## src/rtl/prog_sequencer_if.sv

```systemverilog
// Control-side bundle of the program sequencer: start handshake, flow-control
// requests from decode, and the fetch address/status returned to the core.
interface prog_sequencer_if #(
    parameter int D = 12,
    parameter int S = 4
);
    localparam int DW = $clog2(S + 1);

    logic          req;
    logic          stall;
    logic          branch_en;
    logic          jump_en;
    logic          call_en;
    logic          ret_en;
    logic [D-1:0]  target;
    logic [D-1:0]  prog_ctr;
    logic          busy;
    logic          done;
    logic          err;
    logic [DW-1:0] depth;

    modport master (
        output req, stall, branch_en, jump_en, call_en, ret_en, target,
        input  prog_ctr, busy, done, err, depth
    );

    modport slave (
        input  req, stall, branch_en, jump_en, call_en, ret_en, target,
        output prog_ctr, busy, done, err, depth
    );
endinterface

```

## src/rtl/prog_sequencer.sv

```systemverilog
// Program sequencer: generates prog_ctr for instr_ROM with jump, relative branch,
// call/return stack, stall, req/done handshake and sticky stack-fault flag.
module prog_sequencer #(
    parameter int D        = 12,
    parameter int S        = 4,
    parameter int END_ADDR = 256
) (
    input  logic              clk,
    input  logic              reset,
    prog_sequencer_if.slave   bus
);
    localparam int DW = $clog2(S + 1);
    localparam int AW = (S > 1) ? $clog2(S) : 1;
    localparam logic [D-1:0]  END_PC  = D'(END_ADDR);
    localparam logic [DW-1:0] FULL_DP = DW'(S);

    typedef enum logic [1:0] {
        ST_IDLE = 2'd0,
        ST_RUN  = 2'd1,
        ST_DONE = 2'd2
    } state_t;

    state_t        r_state;
    logic [D-1:0]  r_pc;
    logic [DW-1:0] r_depth;
    logic          r_err;
    logic          r_busy;
    logic          r_done;
    logic [D-1:0]  r_stack [S];

    state_t        w_state_nxt;
    logic [D-1:0]  w_pc_nxt;
    logic [DW-1:0] w_depth_nxt;
    logic          w_err_nxt;
    logic          w_push;
    logic          w_fault;
    logic [D-1:0]  w_pc_inc;
    logic [AW-1:0] w_wr_idx;
    logic [AW-1:0] w_rd_idx;

    assign w_pc_inc = r_pc + D'(1);
    assign w_wr_idx = AW'(r_depth);
    assign w_rd_idx = AW'(r_depth - DW'(1));

    // Next-state, next-PC and stack-control decode
    always_comb begin
        w_state_nxt = r_state;
        w_pc_nxt    = r_pc;
        w_depth_nxt = r_depth;
        w_err_nxt   = r_err;
        w_push      = 1'b0;
        w_fault     = 1'b0;
        case (r_state)
            ST_IDLE: begin
                if (bus.req) begin
                    w_state_nxt = ST_RUN;
                    w_pc_nxt    = '0;
                    w_depth_nxt = '0;
                    w_err_nxt   = 1'b0;
                end else begin
                    w_state_nxt = ST_IDLE;
                end
            end
            ST_RUN: begin
                if (!bus.stall) begin
                    if (bus.ret_en) begin
                        if (r_depth == DW'(0)) begin
                            w_fault = 1'b1;
                        end else begin
                            w_pc_nxt    = r_stack[w_rd_idx];
                            w_depth_nxt = r_depth - DW'(1);
                        end
                    end else if (bus.call_en) begin
                        if (r_depth == FULL_DP) begin
                            w_fault = 1'b1;
                        end else begin
                            w_push      = 1'b1;
                            w_depth_nxt = r_depth + DW'(1);
                            w_pc_nxt    = bus.target;
                        end
                    end else if (bus.jump_en) begin
                        w_pc_nxt = bus.target;
                    end else if (bus.branch_en) begin
                        // Same-width add is the sign-extended offset taken mod 2**D
                        w_pc_nxt = r_pc + bus.target;
                    end else begin
                        w_pc_nxt = w_pc_inc;
                    end

                    if (w_fault) begin
                        w_err_nxt   = 1'b1;
                        w_state_nxt = ST_DONE;
                    end else if (w_pc_nxt == END_PC) begin
                        w_state_nxt = ST_DONE;
                    end else begin
                        w_state_nxt = ST_RUN;
                    end
                end else begin
                    w_state_nxt = ST_RUN;
                end
            end
            ST_DONE: begin
                if (!bus.req) begin
                    w_state_nxt = ST_IDLE;
                    w_pc_nxt    = '0;
                    w_depth_nxt = '0;
                end else begin
                    w_state_nxt = ST_DONE;
                end
            end
            default: begin
                w_state_nxt = ST_IDLE;
                w_pc_nxt    = '0;
                w_depth_nxt = '0;
            end
        endcase
    end

    // State, PC and status registers
    always_ff @(posedge clk or posedge reset) begin
        if (reset) begin
            r_state <= ST_IDLE;
            r_pc    <= '0;
            r_depth <= '0;
            r_err   <= 1'b0;
            r_busy  <= 1'b0;
            r_done  <= 1'b0;
        end else begin
            r_state <= w_state_nxt;
            r_pc    <= w_pc_nxt;
            r_depth <= w_depth_nxt;
            r_err   <= w_err_nxt;
            r_busy  <= (w_state_nxt == ST_RUN);
            r_done  <= (w_state_nxt == ST_DONE);
        end
    end

    // Return-address storage; contents are don't-care after reset
    always_ff @(posedge clk) begin
        if (w_push) begin
            r_stack[w_wr_idx] <= w_pc_inc;
        end
    end

    assign bus.prog_ctr = r_pc;
    assign bus.busy     = r_busy;
    assign bus.done     = r_done;
    assign bus.err      = r_err;
    assign bus.depth    = r_depth;
endmodule

```

## src/flat_wrapper.sv

```systemverilog
// flat-port wrapper written by rule: the top's interface ports become plain ports
module prog_sequencer_flat 
#(
    parameter int D        = 12,
    parameter int S        = 4,
    parameter int END_ADDR = 256
)
  (clk, reset, bus_req, bus_stall, bus_branch_en, bus_jump_en, bus_call_en, bus_ret_en, bus_target, bus_prog_ctr, bus_busy, bus_done, bus_err, bus_depth);
  prog_sequencer_if #(.D(D), .S(S)) bus_i ();
  input  logic clk;
  input  logic reset;
  input wire logic [$bits(bus_i.req)-1:0] bus_req;
  input wire logic [$bits(bus_i.stall)-1:0] bus_stall;
  input wire logic [$bits(bus_i.branch_en)-1:0] bus_branch_en;
  input wire logic [$bits(bus_i.jump_en)-1:0] bus_jump_en;
  input wire logic [$bits(bus_i.call_en)-1:0] bus_call_en;
  input wire logic [$bits(bus_i.ret_en)-1:0] bus_ret_en;
  input wire logic [$bits(bus_i.target)-1:0] bus_target;
  output wire logic [$bits(bus_i.prog_ctr)-1:0] bus_prog_ctr;
  output wire logic [$bits(bus_i.busy)-1:0] bus_busy;
  output wire logic [$bits(bus_i.done)-1:0] bus_done;
  output wire logic [$bits(bus_i.err)-1:0] bus_err;
  output wire logic [$bits(bus_i.depth)-1:0] bus_depth;
  assign bus_i.req = bus_req;
  assign bus_i.stall = bus_stall;
  assign bus_i.branch_en = bus_branch_en;
  assign bus_i.jump_en = bus_jump_en;
  assign bus_i.call_en = bus_call_en;
  assign bus_i.ret_en = bus_ret_en;
  assign bus_i.target = bus_target;
  assign bus_prog_ctr = bus_i.prog_ctr;
  assign bus_busy = bus_i.busy;
  assign bus_done = bus_i.done;
  assign bus_err = bus_i.err;
  assign bus_depth = bus_i.depth;
  prog_sequencer #(.D(D), .S(S), .END_ADDR(END_ADDR)) u_core (.clk(clk), .reset(reset), .bus(bus_i));
endmodule
```

## config.mk

```make
export PLATFORM = sky130hd
export DESIGN_NAME = prog_sequencer_flat
export DESIGN_NICKNAME = d
export VERILOG_FILES = /design/src/rtl/prog_sequencer_if.sv /design/src/rtl/prog_sequencer.sv /design/src/flat_wrapper.sv
export SDC_FILE = /design/constraint.sdc
export NUM_CORES = 1
export LEC_CHECK = 0
export CAP_MARGIN = 5
export CORE_MARGIN = 2
export CORE_UTILIZATION = 53
export CTS_CLUSTER_SIZE = 20
export DETAILED_ROUTE_END_ITERATION = 10
export GPL_TIMING_DRIVEN = 0
export PLACE_DENSITY = 0.77
export SLEW_MARGIN = 20
export SYNTH_ARGS = -nofsm -noshare
export SYNTH_HDL_FRONTEND = slang
export SYNTH_SLANG_ARGS = --single-unit
```

## constraint.sdc

```tcl
create_clock -name clk -period 2.55 [get_ports clk]
set_input_delay 0.51 -clock clk [delete_from_list [all_inputs] [get_ports clk]]
set_output_delay 0.51 -clock clk [all_outputs]
set_load 0.03 [all_outputs]
```

==> summary.md <==
| Metric | Value |
|---|---|
| Number of fill cells | `579` |
| Unrepaired setup endpoints after global routing | `true` |
| Nets@finish | `498` |
| Antenna violations before repair | `0` |
| Post-layout util | `0.701` |
| Yosys top cell by area | `edfxtp_1` |
| Area of the core | `around 0.008 mm^2` |
| Area delta synth->final | `27.1%` |
| Mapped Area | `approximately 0.0043 mm^2` |
| # hold bufs at CTS | `0` |
| R2r startpoint | `u_core.bus.depth[0]` |
| Cell family with most CP delay | `compound AO/OA/AOI/OAI gates` |
| Syn Area/Cell | `10.9 um^2` |
| CTS clk-pin slew, worst paths | `0.09 ns` |
| First-iteration detailed-routing DRC count | `between 300 and 400` |
| Leakage | `2.10 nW` |
| Seq/Total Area, Yosys | `0.453` |
| Die ar. | `between 0.008 and 0.009 mm^2` |
| Post-route ant nets | `0` |
| Worst-skew pair later-pin latency | `approximately 0.35 ns` |
| Worst Path Arrival | `2.97 ns` |
| Remaining global-route overflow | `0` |
| Commonest cells after routing, fill and taps aside | `edfxtp_1, nand2_1, clkdlybuf4s50_1` |
| Final worst path period need | `approximately 2.7 ns` |
| FF/Latch Area | `0.00195 mm^2` |
| Rel. slew slack | `0.438` |
| Crit-path cells | `buf_12, inv_6, ha_4, ha_4, nand2_2, o21ai_1, o221ai_1, o41ai_2, nor3_4, and3_4, a21oi_2` |
| Final period util | `1.05` |
| Number of I/O pins | `38` |
| Vias | `3664` |
| Half-perimeter wire length after placement | `8.41 mm` |
| Hold slack | `approximately 0.54 ns` |
| Top cell type's share of synthesized area | `0.336` |
| Initial Util | `0.552` |
| Die X-Extent | `93.9 um` |
| TritonCTS Buffers | `9` |
| Startpoint class of the critical path | `flop` |
| Min-Delay Path Class | `flop to flop` |
| CP endpoint kind | `flop` |
| Final hold violation count | `0` |
| Slew Limit Fails | `0` |
| Syn Nets | `432` |
| # diodes | `0` |
| Worst Setup Path Type | `flop to flop` |
| Least-Margin Pin Slew | `0.843 ns` |
| Total power of the final layout | `6.35 mW` |
| GRT Total Usage | `0.291` |
| EDFF count, synth | `48` |
| Clock Sinks | `68` |
| VDD IR-drop max | `0.508 mV` |
| H-Tree Depth | `3` |
| Max incr delay on CP | `0.53 ns` |
| Asr flop ratio synth | `0.294` |
| Worst Path Max Fanout | `5` |
| IO Port Bufs | `36` |
| Final worst slack | `-0.135 ns` |
| Synthesis-stage register bit count | `68` |
| Finish-stage setup viols | `4` |
| DR WL/cell | `21.7 um` |
| Largest net degree at the start of global routing | `21` |
| Die height | `93.9 um` |
| Placed inst area | `0.00481 mm^2` |
| Status | `complete, but fails checks` |
| FP Rows | `32` |
| Vias per Instance | `6.47` |
| Crit. Startpoint | `u_core.bus.depth[0]` |
| Routability cong. | `~0.93` |
| Post-layout instance area | `0.00545 mm^2` |
| Most common cell after layout, fill and taps aside | `edfxtp_1` |
| Required time worst endpoint | `2.84 ns` |
| Setup total negative slack | `-0.346 ns` |
| Max_cap viols | `0` |
| Failing checks | `setup timing` |
| CP max stage cell | `o41ai_2` |
| Yosys Warn Count | `0` |
| Post-Synthesis Cells | `393` |
| PwrDens | `around 1200 mW/mm^2` |
| Netlist cell types | `62` |
| First-pass GRT wire length | `19.1 mm` |
| Post-synth top flop | `edfxtp_1` |
| Synth top area cells | `edfxtp_1, dfrtp_1, mux4_1` |
| Peak Freq | `0.372 GHz` |
| Routed Wire Length | `12.3 mm` |
| Drt drc | `0` |
| Vias in the first global route | `3641` |
| Multi-input logic area | `0.00246 mm^2` |
| Worst clock skew | `between 0.015 and 0.02 ns` |
| CTS Buffer Depth | `2` |
| Proportion of layout cells with a drive suffix above 1 | `0.233` |
| First drt pass iteration count | `5` |
| Cell mode on critical path | `ha_4` |
| Hold_sp | `u_core.bus.err` |
| CTS tree | `yes` |
| CP Buf/Inv Count | `2` |
| Clk root buf | `clkbuf_8` |
-- worst min-delay path, cell delays in order, from the launching register on --
cell	delay, ns
dfrtp_1	0.36
o21ai_0	0.09
nand2_1	0.06
-- cell usage after synthesis, types with 4 or more instances --
| cell type | count |
|---|---|
| nor3_1 | 12 |
| dfrtp_1 | 20 |
| edfxtp_1 | 48 |
| inv_1 | 17 |
| nand2_1 | 35 |
| and3_1 | 7 |
| ha_1 | 18 |
| o31ai_1 | 4 |
| a21oi_1 | 19 |
| buf_2 | 5 |
| clkbuf_1 | 10 |
| o211ai_1 | 4 |
| a22o_1 | 4 |
| nand4_1 | 5 |
| xnor2_1 | 10 |
| mux2i_1 | 11 |
| xor2_1 | 4 |
| a21o_1 | 5 |
| mux4_1 | 11 |
| nand3b_1 | 4 |
| nand3_1 | 11 |
| o21ai_0 | 28 |
| nand2b_1 | 8 |
| nor2_1 | 26 |
-- stage by stage --
step / std cells / setup slack [ns]
after floorplan: 393 / 0.00359
after global placement: 531 / -0.822
after detailed placement: 531 / -0.810
after CTS: 566 / -0.0306
after global routing: 566 / -0.189
final: 566 / -0.135
-- flip-flops by register name, indices dropped and copies added (netlist names) --
register             count
u_core.r_state           2
u_core.r_stack          48
u_core.bus.busy          1
u_core.bus.prog_ctr     12
u_core.bus.depth         3
u_core.bus.done          1
u_core.bus.err           1
-- cell type report --
cell class,instances,area share
clock inverters,7,0.0138
clock buffers,9,0.0227
inverters,17,0.0126
well taps,102,0.0234
multi-input cells,288,0.451
plain buffers,18,0.0248
flip-flops and latches,68,0.358
repair buffers,57,0.0935
-- what timing repair did --
item | in CTS | in global routing
pin swaps | 16 | 2
setup buffers | 21 | 0
setup endpoints to repair | 58 | 54
gates cloned | 0 | 0
resized for setup | 67 | 16
-- final timing paths --
| kind | end | slack [ns] | depth (start not counted) |
|---|---|---|---|
| setup / recovery | u_core.bus.busy | -0.14 | 11 |
| hold / removal | u_core.bus.err | 0.54 | 2 |
| setup reg to reg | u_core.bus.busy | -0.14 | 11 |
| hold reg to reg | u_core.bus.err | 0.54 | 2 |
| max in group asynchronous | u_core.bus.depth[0] | 1.34 | 2 |
| min in group asynchronous | u_core.r_state[1] | 0.63 | 2 |
-- layer usage --
layer | share of wire | vias to the layer above | GRT usage
li1 | - | 1653 | -
met1 | 0.43 | 1767 | 0.386
met2 | 0.47 | 206 | 0.471
met3 | 0.070 | 38 | 0.0522
met4 | 0.034 | 0 | 0.123
met5 | 0 | - | 0
-- kinds of logic (layout without fill, tap and decap cells) --
family                     Yosys count  after routing  share of synthesized area
adders and majority gates           19             19                     0.0572
DFF                                 68             68                      0.453
AOI/OAI and AO/OA                  101            101                      0.162
muxes                               25             25                      0.104
and+or+nand+nor                    129            129                      0.154
xor gates and xnor gates            14             14                     0.0286
buffers and inverters               37            108                     0.0420
-- power by group --
group	internal (mW)	switching, mW
sequential	1.48	0.240
clock	0.457	0.452
combinational	1.66	2.05
No activity file was read; power rests on OpenSTA's default activity.
